`config.mk`:
```
export PLATFORM = sky130hd
export DESIGN_NAME = avalon_pixel_writer
export DESIGN_NICKNAME = d
export VERILOG_FILES = /design/src/rtl/avalon_pixel_writer.sv
export SDC_FILE = /design/constraint.sdc
export NUM_CORES = 1
export LEC_CHECK = 0
export BUFFER_PORTS_ARGS = -buffer_cell sky130_fd_sc_hd__buf_4
export CAP_MARGIN = 10
export CORE_ASPECT_RATIO = 0.7
export CORE_MARGIN = 3
export CORE_UTILIZATION = 55
export DETAILED_ROUTE_END_ITERATION = 7
export PLACE_DENSITY = 0.8
export SETUP_SLACK_MARGIN = 0.4
export SYNTH_ARGS = -nofsm -noshare
export SYNTH_HDL_FRONTEND = slang
export SYNTH_SLANG_ARGS = --single-unit
```
`constraint.sdc`:
```
create_clock -name clk -period 2.85 [get_ports clk]
set_input_delay 0.7125 -clock clk [delete_from_list [all_inputs] [get_ports clk]]
set_output_delay 0.7125 -clock clk [all_outputs]
set_load 0.005 [all_outputs]
```
`src/rtl/avalon_pixel_writer.sv`:
```
// Avalon-MM pixel writer: one single-word write per 24-bit pixel, row-strided addressing.
// Optional macro WRITE_RESP_EN adds write-response tracking and an outstanding-write limit.
module avalon_pixel_writer #(
  parameter int unsigned IMG_WIDTH  = 640,
  parameter int unsigned IMG_HEIGHT = 480,
  parameter int unsigned ADDR_W     = 32,
  parameter int unsigned ROW_STRIDE = 2560,
  parameter int unsigned MAX_OUTST  = 8
) (
  input  logic              clk,
  input  logic              n_rst,
  input  logic              start,
  input  logic [ADDR_W-1:0] base_addr,
  input  logic              word_valid,
  input  logic [23:0]       word_data,
  output logic              word_ready,
  output logic [ADDR_W-1:0] master_address,
  output logic              master_write,
  output logic [31:0]       master_writedata,
  output logic [3:0]        master_byteenable,
  input  logic              master_waitrequest,
  input  logic              master_writeresponsevalid,
  output logic              busy,
  output logic              frame_done
);

  localparam int unsigned ColW = (IMG_WIDTH > 1) ? $clog2(IMG_WIDTH) : 1;
  localparam int unsigned RowW = (IMG_HEIGHT > 1) ? $clog2(IMG_HEIGHT) : 1;
  localparam logic [ColW-1:0]   LastCol   = ColW'(IMG_WIDTH - 1);
  localparam logic [RowW-1:0]   LastRow   = RowW'(IMG_HEIGHT - 1);
  localparam logic [ADDR_W-1:0] Stride    = ADDR_W'(ROW_STRIDE);
  localparam logic [ADDR_W-1:0] WordBytes = ADDR_W'(4);

  typedef enum logic [1:0] {StIdle, StFetch, StWrite, StDone} state_e;

  state_e            state_q, state_d;
  logic [ADDR_W-1:0] addr_q, addr_d;
  logic [ADDR_W-1:0] row_start_q, row_start_d;
  logic [ColW-1:0]   col_q, col_d;
  logic [RowW-1:0]   row_q, row_d;
  logic [23:0]       pix_q, pix_d;
  logic              wr_done;
  logic              can_issue;
  logic              drained;

`ifdef WRITE_RESP_EN
  localparam int unsigned OutW = $clog2(MAX_OUTST + 1);

  logic [OutW-1:0] outst_q, outst_d;
  logic            resp_dec;

  // A response with nothing outstanding is ignored so the count cannot underflow.
  assign resp_dec  = master_writeresponsevalid && (outst_q != '0);
  assign can_issue = (outst_q != OutW'(MAX_OUTST));
  assign drained   = (outst_q == '0);

  always_comb begin
    outst_d = outst_q;
    if (wr_done && !resp_dec) begin
      outst_d = outst_q + 1'b1;
    end else if (!wr_done && resp_dec) begin
      outst_d = outst_q - 1'b1;
    end
  end

  always_ff @(posedge clk or negedge n_rst) begin
    if (!n_rst) begin
      outst_q <= '0;
    end else begin
      outst_q <= outst_d;
    end
  end
`else
  logic unused_resp;

  assign unused_resp = master_writeresponsevalid;
  assign can_issue   = 1'b1;
  assign drained     = 1'b1;
`endif

  always_comb begin
    state_d           = state_q;
    addr_d            = addr_q;
    row_start_d       = row_start_q;
    col_d             = col_q;
    row_d             = row_q;
    pix_d             = pix_q;
    word_ready        = 1'b0;
    master_write      = 1'b0;
    master_byteenable = 4'b0000;
    frame_done        = 1'b0;
    wr_done           = 1'b0;

    unique case (state_q)
      StIdle: begin
        if (start) begin
          state_d     = StFetch;
          addr_d      = base_addr;
          row_start_d = base_addr;
          col_d       = '0;
          row_d       = '0;
        end
      end
      StFetch: begin
        word_ready = can_issue;
        if (word_valid && can_issue) begin
          pix_d   = word_data;
          state_d = StWrite;
        end
      end
      StWrite: begin
        master_write      = 1'b1;
        master_byteenable = 4'b0111;
        if (!master_waitrequest) begin
          wr_done = 1'b1;
          if (col_q == LastCol) begin
            col_d       = '0;
            row_start_d = row_start_q + Stride;
            addr_d      = row_start_q + Stride;
            row_d       = row_q + 1'b1;
          end else begin
            col_d  = col_q + 1'b1;
            addr_d = addr_q + WordBytes;
          end
          state_d = ((row_q == LastRow) && (col_q == LastCol)) ? StDone : StFetch;
        end
      end
      StDone: begin
        if (drained) begin
          frame_done = 1'b1;
          state_d    = StIdle;
        end
      end
      default: state_d = StIdle;
    endcase
  end

  always_ff @(posedge clk or negedge n_rst) begin
    if (!n_rst) begin
      state_q     <= StIdle;
      addr_q      <= '0;
      row_start_q <= '0;
      col_q       <= '0;
      row_q       <= '0;
      pix_q       <= '0;
    end else begin
      state_q     <= state_d;
      addr_q      <= addr_d;
      row_start_q <= row_start_d;
      col_q       <= col_d;
      row_q       <= row_d;
      pix_q       <= pix_d;
    end
  end

  assign master_address   = addr_q;
  assign master_writedata = {8'h00, pix_q};
  assign busy             = (state_q != StIdle);

endmodule
```
Word level (Yosys, flattened, before mapping). Cells that the tools add are included.

Register bits after elaboration: 109.

Add/sub/neg operators: 4. Equality and inequality tests: 9. Mux-type cells: 24. Reductions and logical operators: 8.

Operators by type and width (count): $mux 32 (5); $pmux 32 s2 (2); $add 32x12->32 const B (1); $add 32x3->32 const B (1); $mux 10 (3); $mux 9 (3); $pmux 10 s2 (1); $pmux 9 s2 (1); $add 10x1->10 const B (1); $eq 10x10->1 const B (1); $add 9x1->9 const B (1); $eq 9x9->1 const B (1); $mux 2 (4); $ne 2x2->1 const B (4); $pmux 2 s4 (1); $reduce_and 3->1 (2); $eq 2x2->1 const B (2); $reduce_and 4->1 (1); $reduce_bool 2->1 (2); $mux 1 (3); $mux 3 (1); $eq 2x1->1 const B (1); $logic_not 2->1 (1); $reduce_and 2->1 (1); $logic_and 1x1->1 (1).

Logic depth before layout (Yosys ltp).
Word-level depth: 5. Depth in mapped cells: 9. Gate-level depth less buffers: 7.

Least setup slack after synthesis. No wires, ideal clock.

Path kind: input port to flip-flop. Start: input port start. End: register row_start_q[2]. Setup time: 0.125 ns. Arrival time: 2.068 ns. Path slack: 0.658 ns. Cell stages on the path: 6. Path through: nor2_1 -> a211o_1 -> buf_2 -> nor2_1 -> buf_2 -> mux2_2.

Cells in the longest elaborated chain, start to end: 2.

RTL lines: from (decl) (RTL line 12) `input logic start,`; $ne 2x2->1 (no line); $reduce_and 4->1 (no line); to (signal assigned) (RTL line 149) `row_start_q <= row_start_d;`; to (decl) (RTL line 38) `logic [ADDR_W-1:0] row_start_q, row_start_d;`.

No other way between the ends. A chain may end at the register's enable or synchronous reset.

Worst setup path in the final report.
Start: register state_q[0]. End: output port master_byteenable[0].

Cells in the longest elaborated chain, start to end: 2.

RTL lines: from (decl) (RTL line 36) `state_e state_q, state_d;`; from (signal assigned) (RTL line 140) `state_q <= StIdle;`; from (signal assigned) (RTL line 147) `state_q <= state_d;`; $eq 2x2->1 (RTL line 94) `unique case (state_q)`; $mux 3 (RTL line 94); to (decl) (RTL line 20) `output logic [3:0] master_byteenable,`.

No other way between the ends.

==> summary.md <==
| Metric | Value |
|---|---|
| Flop-to-flop setup slack | `around 0.52 ns` |
| Number of synthesized flops with an enable pin | `0` |
| Final min period | `2.35 ns` |
| Chip Height | `95.3 µm` |
| Max-slew violation count | `0` |
| I/O Pins | `around 130` |
| Tot Pwr | `7.97 mW` |
| Router iterations before antenna repair | `5` |
| Num CTS Buffers | `9` |
| Antenna viol nets, final | `0` |
| RR Startpoint | `row_start_q[9]` |
| Hold Violations, Final | `0` |
| Post-synthesis async set-or-reset flop share | `1.00` |
| DP HPWL | `13.1 mm` |
| FF+latch count, synth | `around 110` |
| Largest net degree at the start of global routing | `57` |
| Share of cells above drive strength 1 | `0.285` |
| Initial antenna violation count | `0` |
| Die W | `between 100 and 150 µm` |
| DRC | `0` |
| Slew HR | `0.500` |
| Vias per cell | `~6.4` |
| Top cells by area, synth | `dfrtp_1, mux2_2, nand2_1` |
| Setup_tns | `0 ns` |
| Critical path type | `reg2out` |
| Synthesized instance count | `slightly below 700` |
| Skew-Pair Late Insertion Delay | `~0.36 ns` |
| Synthesized area | `0.00627 mm²` |
| Routed Wire Length | `18.7 mm` |
| Nets | `~860` |
| CTS tree | `done` |
| Hold buffer count at CTS | `0` |
| Distinct cells, synth | `71` |
| Worst-Margin Slew | `0.747 ns` |
| Critical path data required time | `2.14 ns` |
| 1st-iter DRT viols | `683` |
| Reg2reg end | `master_address[23]` |
| Yosys Warn Count | `0` |
| CP endpoint kind | `output pin` |
| Post-DR wirelength/cell | `19.7 µm` |
| Clk slew on worst S/H paths | `about 0.090 ns` |
| Rows | `31` |
| Synthesized area per cell | `a little over 9 µm²` |
| Root buffer cell | `clkbuf_16` |
| Power density cells | `1030 mW/mm²` |
| Max Fanout on Critical Path | `40` |
| MaxCap Viol Count | `0` |
| Leading area contributor after synthesis | `dfrtp_1` |
| Area of the core | `0.0107 mm²` |
| Gr ovfl total | `0` |
| GP Congestion | `0.901` |
| Commonest non-fill, non-tap cell in the layout | `buf_4` |
| Die area | `0.0127 mm²` |
| CTS max path bufs | `2` |
| H-tree levels | `3` |
| Critical path startpoint category | `register` |
| Hold Crit Class | `in2async` |
| Clk_skew | `0.0164 ns` |
| Port buffer count | `123` |
| Worst EP arrival | `1.63 ns` |
| Antenna fix cells | `0` |
| Vias in the first global route | `5,885` |
| CTS sink cnt | `~110` |
| Leak pwr | `3.42 nW` |
| Initial Util | `0.584` |
| Via count | `6,053` |
| Fmax | `426 MHz` |
| Ys flop type | `dfrtp_1` |
| Outcome | `complete, no violations` |
| Area grow syn2layout | `23.4%` |
| Register-to-Register Path Depth | `7` |
| Most frequent cells in the layout | `buf_4, dfrtp_1, nand2_1, o21ai_0, a21oi_1` |
| Sequential share of the synthesized area | `0.435` |
| Synth top area share | `0.435` |
| Fin crit share | `0.824` |
| Total GRT Usage | `0.294` |
| RSZ-0062 raised after global routing | `no` |
| First-pass GRT wire length | `29.7 mm` |
| Peak supply drop | `738 µV` |
| Setup violators final | `0` |
## flip-flops by register name, summed over array words and instances, names as in the netlist
signal          cells
pix_q              24
row_q               9
col_q              10
state_q             2
master_address     32
row_start_q        32
## metrics by stage
stage | cell area (µm²) | std cells | util | hold slack, ns | worst slack, ns
detailed placement | 7340 | 929 | 0.683 | 0.487 | 0.363
floorplan | 6300 | 687 | - | 0.417 | 0.658
global placement | 7340 | 929 | 0.683 | 0.471 | 0.480
finish | 7740 | 951 | 0.721 | 0.278 | 0.503
global route | 7740 | 951 | 0.721 | 0.299 | 0.388
CTS | 7670 | 945 | 0.714 | 0.285 | 0.399
## report_power, final
group	switching, mW	internal, mW	total [mW]
registers	0.833	2.22	3.05
logic	1.86	1.74	3.60
clock network	0.674	0.644	1.32
## worst max path at each step
stage | start | endpoint | slack, ns
after floorplan | start | row_start_q[2] | 0.66
after global placement | col_q[0] | state_q[1] | 0.48
after detailed placement | col_q[0] | state_q[1] | 0.36
after CTS | row_start_q[9] | master_address[23] | 0.40
after global routing | row_start_q[9] | master_address[31] | 0.39
final | state_q[0] | master_byteenable[0] | 0.50
## per-layer routing
layer  wire length [µm]  global-route usage  vias up
met3               1990              0.0807       46
met4                453              0.0967        0
li1                   -                   -     2702
met2               8710               0.473      364
met1               7540               0.390     2941
met5                  0                   0        -
## Yosys cell counts, types with 5 or more instances
| cell type | instances |
|---|---|
| and3_1 | 17 |
| xor2_1 | 18 |
| mux2_2 | 35 |
| clkbuf_1 | 20 |
| o31ai_1 | 6 |
| a31oi_1 | 12 |
| xnor2_1 | 18 |
| dfrtp_1 | 109 |
| nand4_1 | 12 |
| o22ai_1 | 9 |
| o221ai_1 | 5 |
| o211ai_1 | 9 |
| nand3_1 | 21 |
| o21ai_0 | 50 |
| a21oi_1 | 49 |
| nor2_1 | 45 |
| nor3_1 | 14 |
| buf_2 | 14 |
| inv_1 | 15 |
| nand2_1 | 88 |
| buf_4 | 13 |
## cells by family (layout without fill, tap and decap cells)
| kind of cell | Yosys count | count (layout) | synth area share |
|---|---|---|---|
| AO/OA/AOI/OAI | 188 | 188 | 0.197 |
| XOR/XNOR | 36 | 36 | 0.0503 |
| adder cells (fa/ha/maj) | 4 | 4 | 0.00798 |
| buffers and inverters | 67 | 183 | 0.0533 |
| flip-flops | 109 | 109 | 0.435 |
| multiplexers | 37 | 37 | 0.0660 |
| other | 1 | 9 | 0.000598 |
| AND/OR/NAND/NOR | 237 | 237 | 0.190 |
## area by class of cell
cell class                      count  area [µm²]
Fill cell                         786        3000
Tap cell                          148         185
Sequential cell                   109        2730
Timing Repair Buffer              152        1170
Clock inverter                      7        88.8
Inverter                           15        56.3
Clock buffer                        9         225
Multi-Input combinational cell    511        3290
## worst max-delay path, stage by stage, from the launching register on
cell	delay, ns
dfrtp_1	0.48
nand2b_1	0.22
inv_2	0.17
buf_12	0.24
buf_4	0.15
## timing repair
item                                    4_1_cts  5_1_grt
pin swaps                                     0        3
endpoints found under the setup margin        6       27
gates resized for setup                       3        6
setup buffers                                 0        6
No activity file was read; power rests on OpenSTA's default activity.
